**config.mk**
```make
export PLATFORM = sky130hd
export DESIGN_NAME = matmult_tile_engine_flat
export DESIGN_NICKNAME = d
export VERILOG_FILES = /design/src/rtl/matmult_tile_engine_if.sv /design/src/rtl/matmult_tile_engine.sv /design/src/flat_wrapper.sv
export SDC_FILE = /design/constraint.sdc
export NUM_CORES = 2
export LEC_CHECK = 0
export BUFFER_PORTS_ARGS = -buffer_cell sky130_fd_sc_hd__buf_2
export CAP_MARGIN = 20
export CORE_ASPECT_RATIO = 1.5
export CORE_MARGIN = 3
export CORE_UTILIZATION = 30
export CTS_CLUSTER_SIZE = 8
export DETAILED_ROUTE_END_ITERATION = 16
export GPL_TIMING_DRIVEN = 0
export PLACE_DENSITY_LB_ADDON = 0.15
export REMOVE_ABC_BUFFERS = 1
export SLEW_MARGIN = 40
export SYNTH_ARGS = -nofsm -noshare
export SYNTH_HDL_FRONTEND = slang
export SYNTH_SLANG_ARGS = --single-unit
```
**constraint.sdc**
```tcl
create_clock -name Clk -period 11.5 [get_ports Clk]
set_input_delay 2.3 -clock Clk [delete_from_list [all_inputs] [get_ports Clk]]
set_output_delay 2.3 -clock Clk [all_outputs]
set_load 0.01 [all_outputs]
```
**src/rtl/matmult_tile_engine_if.sv**
```systemverilog
// Operand-read, result-write and job-control signals of the tile engine.
// master is the engine's view; slave is the controller/buffer side.
interface matmult_tile_engine_if #(
   parameter int LANES      = 16,
   parameter int IN_W       = 8,
   parameter int ACC_W      = 32,
   parameter int ADDR_W     = 8,
   parameter int OUT_ADDR_W = 8,
   parameter int PASS_W     = 4
);
   logic                    Start;
   logic [OUT_ADDR_W-1:0]   Num_out;
   logic [PASS_W-1:0]       Num_pass;
   logic [LANES*IN_W-1:0]   A;
   logic [LANES*IN_W-1:0]   B;
   logic                    Rd_en;
   logic [ADDR_W-1:0]       Rd_A_addr;
   logic [ADDR_W-1:0]       Rd_B_addr;
   logic                    Wr_en;
   logic [OUT_ADDR_W-1:0]   Wr_addr;
   logic [ACC_W-1:0]        C;
   logic                    Busy;
   logic                    Done;

   modport master (
      input  Start, Num_out, Num_pass, A, B,
      output Rd_en, Rd_A_addr, Rd_B_addr, Wr_en, Wr_addr, C, Busy, Done
   );

   modport slave (
      output Start, Num_out, Num_pass, A, B,
      input  Rd_en, Rd_A_addr, Rd_B_addr, Wr_en, Wr_addr, C, Busy, Done
   );
endinterface

```
**src/rtl/matmult_tile_engine.sv**
```systemverilog
// Pipelined dot-product engine: LANES-wide multiply, registered adder tree,
// and multi-pass accumulation into one result per Num_pass chunks.
module matmult_tile_engine #(
   parameter int LANES      = 16,
   parameter int IN_W       = 8,
   parameter int ACC_W      = 32,
   parameter int ADDR_W     = 8,
   parameter int OUT_ADDR_W = 8,
   parameter int PASS_W     = 4
) (
   input logic Clk,
   input logic Rst,
   matmult_tile_engine_if.master bus
);
   localparam int L     = $clog2(LANES);
   localparam int DEPTH = L + 2;

   typedef enum logic [1:0] {IDLE, RUN, DRAIN, DONE} state_t;

   typedef struct packed {
      logic                  valid;
      logic                  first;
      logic                  last;
      logic [OUT_ADDR_W-1:0] idx;
   } tag_t;

   state_t                  state_q, state_d;
   logic [OUT_ADDR_W-1:0]   numOut_q, numOut_d, outIdx_q, outIdx_d;
   logic [PASS_W-1:0]       numPass_q, numPass_d, passCnt_q, passCnt_d;
   logic                    rdEn_q, rdEn_d;
   logic [ADDR_W-1:0]       rdAddr_q, rdAddr_d;
   logic                    busy_q, busy_d, done_q, done_d;
   logic                    lastPass, lastRead, pipeBusy;
   tag_t                    rdTag, treeTag;
   tag_t                    tagPipe_q [DEPTH];
   logic signed [ACC_W-1:0] prod [LANES];
   logic signed [ACC_W-1:0] node [2*LANES-1];
   logic signed [ACC_W-1:0] acc_q, acc_d;
   logic                    wrEn_q, wrEn_d;
   logic [OUT_ADDR_W-1:0]   wrAddr_q, wrAddr_d;

   // Tag of the read currently on the bus; it trails the data through the pipe.
   always_comb begin
      lastPass    = (passCnt_q == numPass_q - PASS_W'(1));
      lastRead    = lastPass && (outIdx_q == numOut_q - OUT_ADDR_W'(1));
      rdTag.valid = rdEn_q;
      rdTag.first = (passCnt_q == '0);
      rdTag.last  = lastPass;
      rdTag.idx   = outIdx_q;
      pipeBusy    = 1'b0;
      for (int s = 0; s < DEPTH; s++) pipeBusy |= tagPipe_q[s].valid;
   end

   always_comb begin
      state_d   = state_q;
      numOut_d  = numOut_q;
      numPass_d = numPass_q;
      outIdx_d  = outIdx_q;
      passCnt_d = passCnt_q;
      rdEn_d    = 1'b0;
      rdAddr_d  = '0;
      busy_d    = busy_q;
      done_d    = 1'b0;
      case (state_q)
         IDLE: begin
            busy_d = 1'b0;
            if (bus.Start) begin
               numOut_d  = bus.Num_out;
               numPass_d = bus.Num_pass;
               outIdx_d  = '0;
               passCnt_d = '0;
               busy_d    = 1'b1;
               if (bus.Num_out == '0 || bus.Num_pass == '0) begin
                  state_d = DONE;
                  done_d  = 1'b1;
               end else begin
                  state_d = RUN;
                  rdEn_d  = 1'b1;
               end
            end
         end
         RUN: begin
            if (lastRead) begin
               state_d = DRAIN;
            end else begin
               rdEn_d   = 1'b1;
               rdAddr_d = rdAddr_q + ADDR_W'(1);
               if (lastPass) begin
                  passCnt_d = '0;
                  outIdx_d  = outIdx_q + OUT_ADDR_W'(1);
               end else begin
                  passCnt_d = passCnt_q + PASS_W'(1);
               end
            end
         end
         DRAIN: begin
            // The final write is the only one issued with nothing left in flight.
            if (wrEn_q && !pipeBusy) begin
               state_d = DONE;
               done_d  = 1'b1;
            end
         end
         DONE: begin
            state_d = IDLE;
            busy_d  = 1'b0;
         end
         default: state_d = IDLE;
      endcase
   end

   always_comb begin
      for (int i = 0; i < LANES; i++) begin
         prod[i] = ACC_W'($signed(bus.A[i*IN_W +: IN_W])) *
                   ACC_W'($signed(bus.B[i*IN_W +: IN_W]));
      end
   end

   always_comb begin
      treeTag  = tagPipe_q[DEPTH-1];
      acc_d    = acc_q;
      wrEn_d   = 1'b0;
      wrAddr_d = '0;
      if (treeTag.valid) begin
         acc_d = treeTag.first ? node[0] : (acc_q + node[0]);
         if (treeTag.last) begin
            wrEn_d   = 1'b1;
            wrAddr_d = treeTag.idx;
         end
      end
   end

   always_ff @(posedge Clk or posedge Rst) begin
      if (Rst) begin
         state_q   <= IDLE;
         numOut_q  <= '0;
         numPass_q <= '0;
         outIdx_q  <= '0;
         passCnt_q <= '0;
         rdEn_q    <= 1'b0;
         rdAddr_q  <= '0;
         busy_q    <= 1'b0;
         done_q    <= 1'b0;
         acc_q     <= '0;
         wrEn_q    <= 1'b0;
         wrAddr_q  <= '0;
         for (int s = 0; s < DEPTH; s++) tagPipe_q[s] <= '0;
      end else begin
         state_q   <= state_d;
         numOut_q  <= numOut_d;
         numPass_q <= numPass_d;
         outIdx_q  <= outIdx_d;
         passCnt_q <= passCnt_d;
         rdEn_q    <= rdEn_d;
         rdAddr_q  <= rdAddr_d;
         busy_q    <= busy_d;
         done_q    <= done_d;
         acc_q     <= acc_d;
         wrEn_q    <= wrEn_d;
         wrAddr_q  <= wrAddr_d;
         tagPipe_q[0] <= rdTag;
         for (int s = 1; s < DEPTH; s++) tagPipe_q[s] <= tagPipe_q[s-1];
      end
   end

   // Heap-ordered tree: leaves hold the products, node 0 is the full sum L cycles later.
   always_ff @(posedge Clk) begin
      for (int i = 0; i < LANES; i++) node[LANES-1+i] <= prod[i];
      for (int n = 0; n < LANES-1; n++) node[n] <= node[2*n+1] + node[2*n+2];
   end

   assign bus.Rd_en     = rdEn_q;
   assign bus.Rd_A_addr = rdAddr_q;
   assign bus.Rd_B_addr = rdAddr_q;
   assign bus.Wr_en     = wrEn_q;
   assign bus.Wr_addr   = wrAddr_q;
   assign bus.C         = acc_q;
   assign bus.Busy      = busy_q;
   assign bus.Done      = done_q;
endmodule

```
**src/flat_wrapper.sv**
```systemverilog
// flat-port wrapper written by rule: the top's interface ports become plain ports
module matmult_tile_engine_flat 
#(
   parameter int LANES      = 16,
   parameter int IN_W       = 8,
   parameter int ACC_W      = 32,
   parameter int ADDR_W     = 8,
   parameter int OUT_ADDR_W = 8,
   parameter int PASS_W     = 4
)
  (Clk, Rst, bus_Start, bus_Num_out, bus_Num_pass, bus_A, bus_B, bus_Rd_en, bus_Rd_A_addr, bus_Rd_B_addr, bus_Wr_en, bus_Wr_addr, bus_C, bus_Busy, bus_Done);
  matmult_tile_engine_if #(.LANES(LANES), .IN_W(IN_W), .ACC_W(ACC_W), .ADDR_W(ADDR_W), .OUT_ADDR_W(OUT_ADDR_W), .PASS_W(PASS_W)) bus_i ();
  input logic Clk;
  input logic Rst;
  input wire logic [$bits(bus_i.Start)-1:0] bus_Start;
  input wire logic [$bits(bus_i.Num_out)-1:0] bus_Num_out;
  input wire logic [$bits(bus_i.Num_pass)-1:0] bus_Num_pass;
  input wire logic [$bits(bus_i.A)-1:0] bus_A;
  input wire logic [$bits(bus_i.B)-1:0] bus_B;
  output wire logic [$bits(bus_i.Rd_en)-1:0] bus_Rd_en;
  output wire logic [$bits(bus_i.Rd_A_addr)-1:0] bus_Rd_A_addr;
  output wire logic [$bits(bus_i.Rd_B_addr)-1:0] bus_Rd_B_addr;
  output wire logic [$bits(bus_i.Wr_en)-1:0] bus_Wr_en;
  output wire logic [$bits(bus_i.Wr_addr)-1:0] bus_Wr_addr;
  output wire logic [$bits(bus_i.C)-1:0] bus_C;
  output wire logic [$bits(bus_i.Busy)-1:0] bus_Busy;
  output wire logic [$bits(bus_i.Done)-1:0] bus_Done;
  assign bus_i.Start = bus_Start;
  assign bus_i.Num_out = bus_Num_out;
  assign bus_i.Num_pass = bus_Num_pass;
  assign bus_i.A = bus_A;
  assign bus_i.B = bus_B;
  assign bus_Rd_en = bus_i.Rd_en;
  assign bus_Rd_A_addr = bus_i.Rd_A_addr;
  assign bus_Rd_B_addr = bus_i.Rd_B_addr;
  assign bus_Wr_en = bus_i.Wr_en;
  assign bus_Wr_addr = bus_i.Wr_addr;
  assign bus_C = bus_i.C;
  assign bus_Busy = bus_i.Busy;
  assign bus_Done = bus_i.Done;
  matmult_tile_engine #(.LANES(LANES), .IN_W(IN_W), .ACC_W(ACC_W), .ADDR_W(ADDR_W), .OUT_ADDR_W(OUT_ADDR_W), .PASS_W(PASS_W)) u_core (.Clk(Clk), .Rst(Rst), .bus(bus_i));
endmodule
```
==> results.toml <==
[cts]
post_cts_hold_buffer_count = 0
cts.repair_timing.setup_buffer_count = 0
clk_transition_reported_paths_ns = 0.05
clk_latency_ns = 0.78
cts_buffers = 139
clk_path_buf_depth = 4
post_cts_resize_count = 0
cts_h_tree_depth = 4
tritoncts = "done"
clock-root-buffer = "sky130_fd_sc_hd__clkbuf_16"
clock-sinks = 880

[die]
floorplan.initialDensity_pct = 30.2
die_width_um = 422
die_area_um2 = 266000
io_pins = 331
fp-row-count = 228
fp.coreArea_um2 = 258000
die_h_um = 630

[setup_path]
critPathLaunchType = "input port"
crit_chain = "buf_2, and2_1, fa_1, inv_1, fa_1, inv_1, fa_1, inv_1, fa_1, inv_1, ha_1, inv_1, o21ai_0, a21oi_1, o21ai_0, a21oi_1, o211ai_1, a21oi_1, o21bai_1, xnor2_1"
arrival_ns = 6.85
critical_path_required_ns = 12.10
crit_slowest_cell = "sky130_fd_sc_hd__fa_1"
critical_path_endpoint_category = "flip-flop"
critPathMaxFanout = 8
worstPathBufferInverterCount = 6
critical_path_s_top_delay_family = "adder cells"
worst_path_largest_cell_delay_ns = 0.56
cp_common_cell = "sky130_fd_sc_hd__inv_1"
timing.setup.critical_path_class = "input port to flip-flop"

[detailed_routing]
postRouteAntennaNets = 0
routedWlPerCell_um = 15.7
detail_route.vias_per_cell = 4.49
drc_errors = 0
detail_route.wirelength_mm = 191
drt_iter0_markers = 1793
drtPass1Iterations = 7
num_vias = 54500

[global_route]
number_of_antenna_violations_at_the_first_check_in_global_routing = 19
grt_pass1_vias = 59300
groute.usage.overall_pct = 14.6
grt_max_degree = 60
grt_overflow_total = 0
global_route_wire_length_before_repair_mm = 314

[logic_synthesis]
synth.yosys.warnings = 0
synth_top_area_cell = "sky130_fd_sc_hd__fa_1"
number_of_enable_type_register_cells_in_the_synthesized_netlist = 0
yosysUniqueCellTypes = 89
asyncSetResetFlopFracSynth_pct = 16.4
post_synth_inst_count = 8233
post_synth_instance_area_um2 = 77900
seq_area_frac_synth_pct = 23.5
yosys_most_used_dff = "sky130_fd_sc_hd__dfxtp_1"
synth.top_cells.by_area = "sky130_fd_sc_hd__fa_1 23%, sky130_fd_sc_hd__dfxtp_1 19%, sky130_fd_sc_hd__ha_1 14%, sky130_fd_sc_hd__inv_1 7.3%, sky130_fd_sc_hd__and2_1 5.4%"
post_synth.cell_area_avg_um2 = 9.46
synth.ff_latch_count = 880
netlist.area_leader.share_pct = 23.4

[timing]
number_of_hold_violations_in_the_final_report = 0
final_min_period_over_clock_period_pct = 54.3
time_the_worst_path_needs_with_i_o_delays_and_setup_ns = 6.25
grt_setup_unrepaired = "false"
finalSetupTns_ns = 0
postLayoutSetupSlackWorst_ns = 5.25
slew_viol_final = 0
maxSlewHeadroom_pct = 42.3
finalSetupViolations = 0
max_slew.worst_pin.slew_ns = 0.859
finalClockSkew_ns = 0.0503
achievable-frequency_ghz = 0.160

[placement]
io_buffers = 330
gp_congestion = 0.880
place_worst_setup_slack_ns = 4.36
dpl.hpwl_mm = 161

[layout]
fill_count = 26500
area.growth.synth_to_final_pct = 12.5
nNetsFinal = 10700
layout-drive-gt1-share_pct = 6.72

[pwr]
power.static_leakage_nw = 42.6
power-per-cell-area_nw_per_um2 = 307
power.ir.vdd_worst_mv = 0.134

[run_status]
run_status = "finished clean"

[min_path]
worst_hold_path_type = "flip-flop to flip-flop"

[flow_run]
drv.max_cap_violation_count = 0
[cell type report]
| type | count | area, um^2 | area share [%] |
|---|---|---|---|
| multi-input cells | 5782 | 53700 | 61.3 |
| diodes | 10 | 25.0 | 0.0286 |
| inverters | 1519 | 5710 | 6.52 |
| well taps | 3450 | 4320 | 4.93 |
| clock buffers | 168 | 3720 | 4.25 |
| repair buffers | 334 | 1730 | 1.98 |
| flip-flops and latches | 880 | 18300 | 20.9 |
| clock inverters | 6 | 40.0 | 0.0457 |
[metrics by stage]
stage / cells / hold WS, ns / area, um^2 / utilization, % / total power [W]
final: 12100 / 0.329 / 87600 / 34.0 / 0.0269
after global routing: 12100 / 0.327 / 87600 / 34.0 / 0.0299
after CTS: 12100 / 0.334 / 87500 / 34.0 / 0.0276
after detailed placement: 12000 / 0.335 / 83800 / 32.5 / 0.0236
after global placement: 12000 / 0.335 / 83600 / 32.5 / 0.0235
after floorplan: 8181 / 0.331 / 77600 / - / 0.0185
[cells in the final DEF, fill, tap and decap left out, types with 11 or more instances in the layout]
cell type                   synthesis  routed
sky130_fd_sc_hd__a211o_1           36      36
sky130_fd_sc_hd__ha_1             850     850
sky130_fd_sc_hd__a31oi_1           33      33
sky130_fd_sc_hd__nor3_1           107     103
sky130_fd_sc_hd__mux2_2            32      32
sky130_fd_sc_hd__a21oi_1          372     372
sky130_fd_sc_hd__o22a_1            11      11
sky130_fd_sc_hd__clkbuf_16          0     143
sky130_fd_sc_hd__nor2b_1          166     162
sky130_fd_sc_hd__o311ai_0          14      14
sky130_fd_sc_hd__clkbuf_1          34      20
sky130_fd_sc_hd__o211ai_1          24      24
sky130_fd_sc_hd__a21o_1           185     185
sky130_fd_sc_hd__dfrtp_1          144     142
sky130_fd_sc_hd__and2_1           671     671
sky130_fd_sc_hd__buf_2              0     330
sky130_fd_sc_hd__a211oi_1          34      30
sky130_fd_sc_hd__inv_1           1518    1517
sky130_fd_sc_hd__xnor2_1          456     456
sky130_fd_sc_hd__o21bai_1          41      41
sky130_fd_sc_hd__nand2b_1          89      89
sky130_fd_sc_hd__nor2_1           372     372
sky130_fd_sc_hd__a21boi_0          47      47
sky130_fd_sc_hd__nor4_1            20      18
sky130_fd_sc_hd__and3_1            38      38
sky130_fd_sc_hd__nand3_1           96      96
sky130_fd_sc_hd__o21ai_0          263     262
sky130_fd_sc_hd__dfxtp_1          736     736
sky130_fd_sc_hd__o21ai_1           13      13
sky130_fd_sc_hd__o21a_1            53      53
sky130_fd_sc_hd__or3_1             22      22
sky130_fd_sc_hd__nand4_1           23      23
sky130_fd_sc_hd__o2111ai_1         19      19
sky130_fd_sc_hd__xor2_1           103     103
sky130_fd_sc_hd__mux2i_1           11      11
sky130_fd_sc_hd__nand2_1          485     485
sky130_fd_sc_hd__o31ai_1           33      33
sky130_fd_sc_hd__fa_1             912     912
[synthesized netlist by cell type (all sizes together) (96+ instances only)]
master,instances
nor2b,166
a21o,187
dfxtp,736
and2,672
dfrtp,144
ha,850
nor3,108
xnor2,456
nand2,485
nor2,372
inv,1518
o21ai,276
fa,912
a21oi,373
nand3,96
xor2,103
[registers in the layout (all words and copies together), names as in the netlist]
name and count:
u_core.numPass_q 4, u_core.numOut_q 8, u_core.passCnt_q 4, u_core.state_q 2, u_core.bus.Rd_A_addr 8, u_core.bus.Busy 1
u_core.bus.Wr_en 1, u_core.bus.Wr_addr 8, u_core.node 736, u_core.bus.Done 1, u_core.bus.Rd_en 1, u_core.outIdx_q 8
u_core.tagPipe_q 66, u_core.bus.C 32
[cells by family (layout without fill, tap and decap cells)]
logic type               after synthesis  count (layout)  share of synthesized area [%]
flip-flops                           880             880                           23.5
other                                  0              10                              0
adder cells (fa/ha/maj)             1762            1762                           37.1
multiplexers                          43              43                          0.604
XOR/XNOR                             559             559                           6.29
AND/OR/NAND/NOR                     2141            2141                           14.2
AO/OA/AOI/OAI                       1277            1277                           10.6
buffers and inverters               1571            2027                           7.62
[worst paths after layout]
path | from | to | slack, ns | depth (start not counted)
max reg2reg | u_core.node[3][32]$_DFF_P_ | u_core.node[1][60]$_DFF_P_ | 7.93 | 13
min | u_core.tagPipe_q[58]$_DFF_PP0_ | u_core.tagPipe_q[47]$_DFF_PP0_ | 0.33 | 0
min in group asynchronous | Rst | u_core.bus.Wr_addr[6]$_DFF_PP0_ | 1.52 | 2
max | bus_B[16] | u_core.node[8][62]$_DFF_P_ | 5.25 | 20
min reg2reg | u_core.tagPipe_q[58]$_DFF_PP0_ | u_core.tagPipe_q[47]$_DFF_PP0_ | 0.33 | 0
max in group asynchronous | Rst | u_core.tagPipe_q[10]$_DFF_PP0_ | 9.37 | 3
[worst register-to-register path: stages (launching register included)]
cell	delay [ns]
sky130_fd_sc_hd__dfxtp_1	0.35
sky130_fd_sc_hd__ha_1	0.17
sky130_fd_sc_hd__inv_1	0.05
sky130_fd_sc_hd__fa_1	0.40
sky130_fd_sc_hd__nor2b_1	0.14
sky130_fd_sc_hd__o21a_1	0.15
sky130_fd_sc_hd__o21ai_0	0.12
sky130_fd_sc_hd__a21oi_1	0.22
sky130_fd_sc_hd__nor2_1	0.13
sky130_fd_sc_hd__o311ai_0	0.66
sky130_fd_sc_hd__a32oi_1	0.33
sky130_fd_sc_hd__a31oi_1	0.37
sky130_fd_sc_hd__nor4b_1	0.10
sky130_fd_sc_hd__a211o_1	0.26
[power breakdown]
group	total, W	switching [W]	internal [W]
combinational	0.0177	0.0102	0.00755
clock	0.00365	0.00141	0.00223
sequential	0.00551	0.000778	0.00474
[layer usage]
| metal | share of wire, % | track usage, % |
|---|---|---|
| met1 | 40 | 16.5 |
| met2 | 54 | 28.1 |
| met3 | 3.0 | 1.79 |
| met4 | 2.8 | 4.39 |
| met5 | 0.025 | 0 |
No activity file was read; power rests on OpenSTA's default activity.
